==> config.mk <==
export PLATFORM = sky130hd
export DESIGN_NAME = mouse_packet_decoder
export DESIGN_NICKNAME = d
export VERILOG_FILES = /design/src/rtl/vga_pkg.sv /design/src/rtl/mouse_axis_update.sv /design/src/rtl/mouse_packet_decoder.sv
export SDC_FILE = /design/constraint.sdc
export NUM_CORES = 1
export LEC_CHECK = 0
export CORE_ASPECT_RATIO = 1.75
export CORE_MARGIN = 2
export CORE_UTILIZATION = 35
export DETAILED_ROUTE_END_ITERATION = 12
export GPL_TIMING_DRIVEN = 1
export SYNTH_ARGS = -nofsm -noshare
export SYNTH_HDL_FRONTEND = slang
export SYNTH_SLANG_ARGS = --single-unit
export TNS_END_PERCENT = 30
==> constraint.sdc <==
create_clock -name clk -period 6.2 [get_ports clk]
set_clock_uncertainty 0.1 [all_clocks]
set_input_delay 1.24 -clock clk [delete_from_list [all_inputs] [get_ports clk]]
set_output_delay 1.24 -clock clk [all_outputs]
set_load 0.1 [all_outputs]
==> src/rtl/vga_pkg.sv <==
// Shared display definitions used by the mouse path.
//   H_ACTIVE / V_ACTIVE : visible screen area in pixels
//   mouse_state_t       : packet decoder FSM states
package vga_pkg;

  localparam int H_ACTIVE = 800;
  localparam int V_ACTIVE = 600;

  typedef enum logic [1:0] {
    WAIT_B0 = 2'd0,
    WAIT_B1 = 2'd1,
    WAIT_B2 = 2'd2,
    UPDATE  = 2'd3
  } mouse_state_t;

endpackage

==> src/rtl/mouse_axis_update.sv <==
// One-axis cursor update: pos +/- delta, clamped to [0, MAX]. Purely
// combinational; the position register lives in the parent.
//   pos      : current position
//   delta    : 9-bit two's complement movement
//   subtract : 1 = pos - delta (screen Y grows downward), 0 = pos + delta
//   pos_next : clamped result
module mouse_axis_update #(
  parameter int MAX = 799
) (
  input  logic              [11:0] pos,
  input  logic signed       [8:0]  delta,
  input  logic                     subtract,
  output logic              [11:0] pos_next
);

  localparam logic signed [13:0] MAX_S = 14'(MAX);

  logic signed [13:0] pos_s;
  logic signed [13:0] delta_s;
  logic signed [13:0] sum;

  // 14 bits hold 4095 + 256 without wrapping, so the clamp sees the true sign.
  always_comb begin
    pos_s   = $signed({2'b00, pos});
    delta_s = $signed({{5{delta[8]}}, delta});
    sum     = subtract ? (pos_s - delta_s) : (pos_s + delta_s);
    if (sum < 14'sd0) begin
      pos_next = '0;
    end else if (sum > MAX_S) begin
      pos_next = 12'(MAX);
    end else begin
      pos_next = sum[11:0];
    end
  end

endmodule

==> src/rtl/mouse_packet_decoder.sv <==
// Decodes 3-byte PS/2 mouse packets into a clamped cursor position and
// button levels.
//   clk, rst         : system clock, async active-low reset
//   rx_data/rx_valid : byte stream from the PS/2 receiver
//   mouse_xpos/ypos  : cursor position (Y grows downward)
//   left/right_mouse : button levels
//   packet_valid     : 1-cycle pulse when the outputs update
//   sync_err         : 1-cycle pulse when a byte or partial packet is dropped
//
// state   | meaning
// WAIT_B0 | idle, next byte must be a status byte (bit3 = 1)
// WAIT_B1 | status held, waiting for X byte
// WAIT_B2 | X held, waiting for Y byte
// UPDATE  | packet complete; outputs load on exit, new status may arrive
module mouse_packet_decoder
  import vga_pkg::*;
#(
  parameter int X_MAX          = H_ACTIVE - 1,
  parameter int Y_MAX          = V_ACTIVE - 1,
  parameter int TIMEOUT_CYCLES = 100000
) (
  input  logic        clk,
  input  logic        rst,
  input  logic [7:0]  rx_data,
  input  logic        rx_valid,
  output logic [11:0] mouse_xpos,
  output logic [11:0] mouse_ypos,
  output logic        left_mouse,
  output logic        right_mouse,
  output logic        packet_valid,
  output logic        sync_err
);

  localparam int              CNT_W    = (TIMEOUT_CYCLES > 2) ? $clog2(TIMEOUT_CYCLES) : 1;
  localparam logic [CNT_W-1:0] CNT_LAST = CNT_W'(TIMEOUT_CYCLES - 1);
  localparam logic [11:0]      X_HOME   = 12'((X_MAX + 1) / 2);
  localparam logic [11:0]      Y_HOME   = 12'((Y_MAX + 1) / 2);

  mouse_state_t     state, state_next;
  logic [CNT_W-1:0] cnt, cnt_next;
  // Only the status bits that matter: {y_ovf, x_ovf, y_sign, x_sign, right, left}
  logic [5:0]       status;
  logic [7:0]       x_byte, y_byte;
  logic             load_status, load_x, load_y, drop, timeout;
  logic             sync_pend;
  logic signed [8:0] delta_x, delta_y;
  logic [11:0]      x_next, y_next;

  always_ff @(posedge clk or negedge rst) begin
    if (!rst) begin
      state <= WAIT_B0;
      cnt   <= '0;
    end else begin
      state <= state_next;
      cnt   <= cnt_next;
    end
  end

  always_comb begin
    state_next  = state;
    cnt_next    = cnt;
    load_status = 1'b0;
    load_x      = 1'b0;
    load_y      = 1'b0;
    drop        = 1'b0;
    timeout     = 1'b0;
    case (state)
      WAIT_B0, UPDATE: begin
        state_next = WAIT_B0;
        cnt_next   = '0;
        if (rx_valid) begin
          if (rx_data[3]) begin
            load_status = 1'b1;
            state_next  = WAIT_B1;
          end else begin
            drop = 1'b1;
          end
        end
      end
      WAIT_B1: begin
        if (rx_valid) begin
          load_x     = 1'b1;
          state_next = WAIT_B2;
          cnt_next   = '0;
        end else if (cnt == CNT_LAST) begin
          timeout    = 1'b1;
          state_next = WAIT_B0;
          cnt_next   = '0;
        end else begin
          cnt_next = cnt + CNT_W'(1);
        end
      end
      WAIT_B2: begin
        if (rx_valid) begin
          load_y     = 1'b1;
          state_next = UPDATE;
          cnt_next   = '0;
        end else if (cnt == CNT_LAST) begin
          timeout    = 1'b1;
          state_next = WAIT_B0;
          cnt_next   = '0;
        end else begin
          cnt_next = cnt + CNT_W'(1);
        end
      end
      default: state_next = WAIT_B0;
    endcase
  end

  assign delta_x = status[4] ? 9'sd0 : $signed({status[2], x_byte});
  assign delta_y = status[5] ? 9'sd0 : $signed({status[3], y_byte});

  mouse_axis_update #(.MAX(X_MAX)) u_axis_x (
    .pos      (mouse_xpos),
    .delta    (delta_x),
    .subtract (1'b0),
    .pos_next (x_next)
  );

  mouse_axis_update #(.MAX(Y_MAX)) u_axis_y (
    .pos      (mouse_ypos),
    .delta    (delta_y),
    .subtract (1'b1),
    .pos_next (y_next)
  );

  // A bad byte arriving during UPDATE would collide with packet_valid, so its
  // sync_err is deferred by one cycle through sync_pend.
  always_ff @(posedge clk or negedge rst) begin
    if (!rst) begin
      status       <= '0;
      x_byte       <= '0;
      y_byte       <= '0;
      mouse_xpos   <= X_HOME;
      mouse_ypos   <= Y_HOME;
      left_mouse   <= 1'b0;
      right_mouse  <= 1'b0;
      packet_valid <= 1'b0;
      sync_err     <= 1'b0;
      sync_pend    <= 1'b0;
    end else begin
      if (load_status) status <= {rx_data[7:4], rx_data[1:0]};
      if (load_x)      x_byte <= rx_data;
      if (load_y)      y_byte <= rx_data;
      if (state == UPDATE) begin
        mouse_xpos  <= x_next;
        mouse_ypos  <= y_next;
        left_mouse  <= status[0];
        right_mouse <= status[1];
      end
      packet_valid <= (state == UPDATE);
      sync_err     <= (drop && (state != UPDATE)) || timeout || sync_pend;
      sync_pend    <= drop && (state == UPDATE);
    end
  end

endmodule
==> flow_summary.yaml <==
yosys:
  yosysSeqAreaShare_pct: 40.5
  netlist.area_leader.share_pct: 36.3
  synthCells: 434
  synthDistinctLibCells: 63
  synth_edf_count: 0
  ys_warn_count: 0
  syn-mean-instance-area_um2: 10.0
  ys.flop_type: "dfrtp_1"
  ys_async_sr_fraction_pct: 100
  syn-cell-area_um2: 4350
  synth-seq-cells: 70
  synth_nets: 478
  synth_area_leaders: "dfrtp_1 (36%), ha_1 (8.9%), mux2_2 (6.2%), dfstp_2 (4.2%), nor2_1 (3.8%)"
  yosys.area.top_type: "dfrtp_1"
flow_run:
  cap_violations: 0
floorplanning:
  ios: 39
  die-area_um2: 13400
  die_x_um: 88.2
  start_util_pct: 36.0
  rows: 53
  core_area_um2: 12100
  die_h_um: 151
sta:
  finalHoldViolCount: 0
  max-slew-margin-rel_pct: 33.7
  tightestPinTransition_ps: 992
  drv_slew: 0
  finalCritPeriodShare_pct: 55.6
  rsz0062_at_grt: "false"
  fin_ws_ps: 2750
  fmaxAchievable_ghz: 0.290
  setup_viol: 0
  period_needed_ps: 3450
  fin_tns_setup_ps: 0
worst_hold_path:
  min_path_type: "reg -> reg"
critical_path:
  max_stage_delay_ps: 830
  critPathTopFamily: "compound AO/OA/AOI/OAI gates"
  cp-end-kind: "flop"
  worstPathMaxFanout: 10
  path_common_cell: "nor2b_1"
  worstPathArrival_ps: 3540
  path_cells: "nor2b_1 > ha_1 > fa_1 > a21oi_1 > o22a_1 > nor2b_1 > xnor2_1 > o311ai_1 > nor3b_1 > a211oi_1"
  critical_path.slowest_cell: "o311ai_1"
  cp-start-kind: "flop"
  path_class: "reg -> reg"
  cp.required_ps: 6290
  crit_buf_inv: 0
placement:
  place_congestion: 0.923
  dp_hpwl_um: 7850
  post_dp_cell_area_um2: 4910
  pre_cts_ws_ps: 2760
  io_buffers: 38
  place_inst: 632
grt:
  grt.busiest_layer: "met2"
  grt_max_degree: 71
  grt_pass1_wl_um: 16600
  met1_usage_pct: 17.2
  grt_pass1_vias: 3520
  grt_overflow: 0
  grt_util_met3_pct: 2.83
  grt_usage_pct: 16.1
  use_met2_pct: 29.2
  antenna_found_initial: 0
clock_tree:
  cts_buffer_depth: 2
  path_clk_slew_ps: 60
  post_cts_buffers: 0
  postCtsHoldBufs: 0
  htree_levels: 3
  cts_buffers: 9
  clk_latency_ps: 330
  clock_sink_count: 70
  clockRootBuffer: "clkbuf_16"
  ctsResizeCount: 0
  cts_tree: "built"
drt:
  wl_per_cell_um: 15.9
  dr.first_iter.drc_count: 155
  drt_wl_total_um: 10300
  dr.pass1.iters: 5
  drc: 0
  vias: 3504
  avgViaCountPerCell: 5.42
  ant_nets: 0
finish:
  finalInstanceArea_um2: 5210
  final_nets: 522
  diodes: 0
  finalNonFillerCells: 647
  fillers: 1166
  area_growth_syn_to_layout_pct: 19.9
  drive_above_1_share_pct: 11.6
run_status:
  status: "finished clean"
power_and_ir_drop:
  ir_worst_vdd_uv: 170
  power_density_nw_per_um2: 367
  p_leak_nw: 2.29
stage by stage:
step / power (W) / utilization, % / hold slack [ps]
CTS: 0.00192 / 43.2 / 395
global route: 0.00202 / 43.2 / 407
global placement: 0.00137 / 40.7 / 371
floorplan: 0.00120 / - / 313
finish: 0.00191 / 43.2 / 380
detailed placement: 0.00138 / 40.7 / 385
cell type report:
cell class / instances / area (um2) / share of cell area (%)
Multi-Input combinational cell: 343 / 2500 / 47.9
Sequential cell: 70 / 1760 / 33.8
Timing Repair Buffer: 40 / 390 / 7.49
Clock buffer: 11 / 233 / 4.46
Tap cell: 165 / 206 / 3.96
Clock inverter: 4 / 72.6 / 1.39
Inverter: 14 / 52.6 / 1.01
where the power goes:
part	total, W	leakage [nW]	internal (W)	switching (W)
Combinational	0.000810	1.24	0.000290	0.000520
Clock	0.000537	0.146	0.000349	0.000188
Sequential	0.000568	0.904	0.000521	0.0000473
synth_stat cells (3+ instances only):
| library cell | count |
|---|---|
| dfrtp_1 | 63 |
| nor2_1 | 44 |
| ha_1 | 31 |
| a21oi_1 | 24 |
| mux2_2 | 24 |
| nand2_1 | 22 |
| xor2_1 | 17 |
| nor2b_1 | 16 |
| and3_1 | 15 |
| nand2b_1 | 15 |
| o21ai_0 | 15 |
| xnor2_1 | 15 |
| inv_1 | 13 |
| nand3_1 | 12 |
| nor3_1 | 11 |
| a211oi_1 | 10 |
| a32o_1 | 7 |
| dfstp_2 | 7 |
| a32oi_1 | 5 |
| o21a_1 | 5 |
| a21o_1 | 4 |
| clkbuf_1 | 4 |
| nor3b_1 | 4 |
| and2_1 | 3 |
| nand4_1 | 3 |
| or3_1 | 3 |
cell usage in the layout (no fill, tap or decap), types with 10 or more instances in the layout:
cell / synthesis / routed
dfrtp_1: 63 / 63
nor2_1: 44 / 44
clkdlybuf4s50_1: 0 / 37
ha_1: 31 / 31
a21oi_1: 24 / 24
mux2_2: 24 / 24
nand2_1: 22 / 22
xor2_1: 17 / 17
nor2b_1: 16 / 16
and3_1: 15 / 15
o21ai_0: 15 / 15
nand2b_1: 15 / 15
xnor2_1: 15 / 15
inv_1: 13 / 13
nand3_1: 12 / 12
nor3_1: 11 / 11
a211oi_1: 10 / 10
per-layer routing:
metal	vias to the layer above	routed length, um
li1	1668	-
met1	1711	4030
met2	99	5510
met3	26	372
met4	0	353
met5	-	0
cell families after synthesis:
group	Yosys count	share of synthesized area (%)
adder cells (fa/ha/maj)	33	9.84
AO/OA/AOI/OAI	92	14.9
XOR/XNOR	32	6.45
flip-flops	70	40.5
AND/OR/NAND/NOR	160	19.6
buffers and inverters	21	2.01
multiplexers	26	6.76
worst paths after layout:
| path | slack [ps] | depth (start not counted) | from | endpoint |
|---|---|---|---|---|
| worst max-delay path | 2750 | 10 | status[4]$_DFFE_PN0P_ | mouse_xpos[1]$_DFFE_PN0P_ |
| worst min-delay path | 380 | 1 | sync_pend$_DFF_PN0_ | sync_err$_DFF_PN0_ |
| worst max register to register | 2750 | 10 | status[4]$_DFFE_PN0P_ | mouse_xpos[1]$_DFFE_PN0P_ |
| worst min register to register | 380 | 1 | sync_pend$_DFF_PN0_ | sync_err$_DFF_PN0_ |
| max in group asynchronous | 4410 | 2 | rst | mouse_ypos[1]$_DFFE_PN0P_ |
| min in group asynchronous | 1000 | 2 | rst | right_mouse$_DFFE_PN0P_ |
worst register-to-register path: cells and delay by family (launching register included):
kind	cells	cell delay, ps
DFF	1	490
adders and majority gates	2	650
and+or+nand+nor	3	550
xor gates and xnor gates	1	90
AOI/OAI and AO/OA	4	1430
state kept, by name (all words and copies together), names as in the netlist, 2 cells and up:
register	count
cnt	17
mouse_xpos	12
mouse_ypos	12
x_byte	8
y_byte	8
status	6
state	2
No activity file was read; power rests on OpenSTA's default activity.
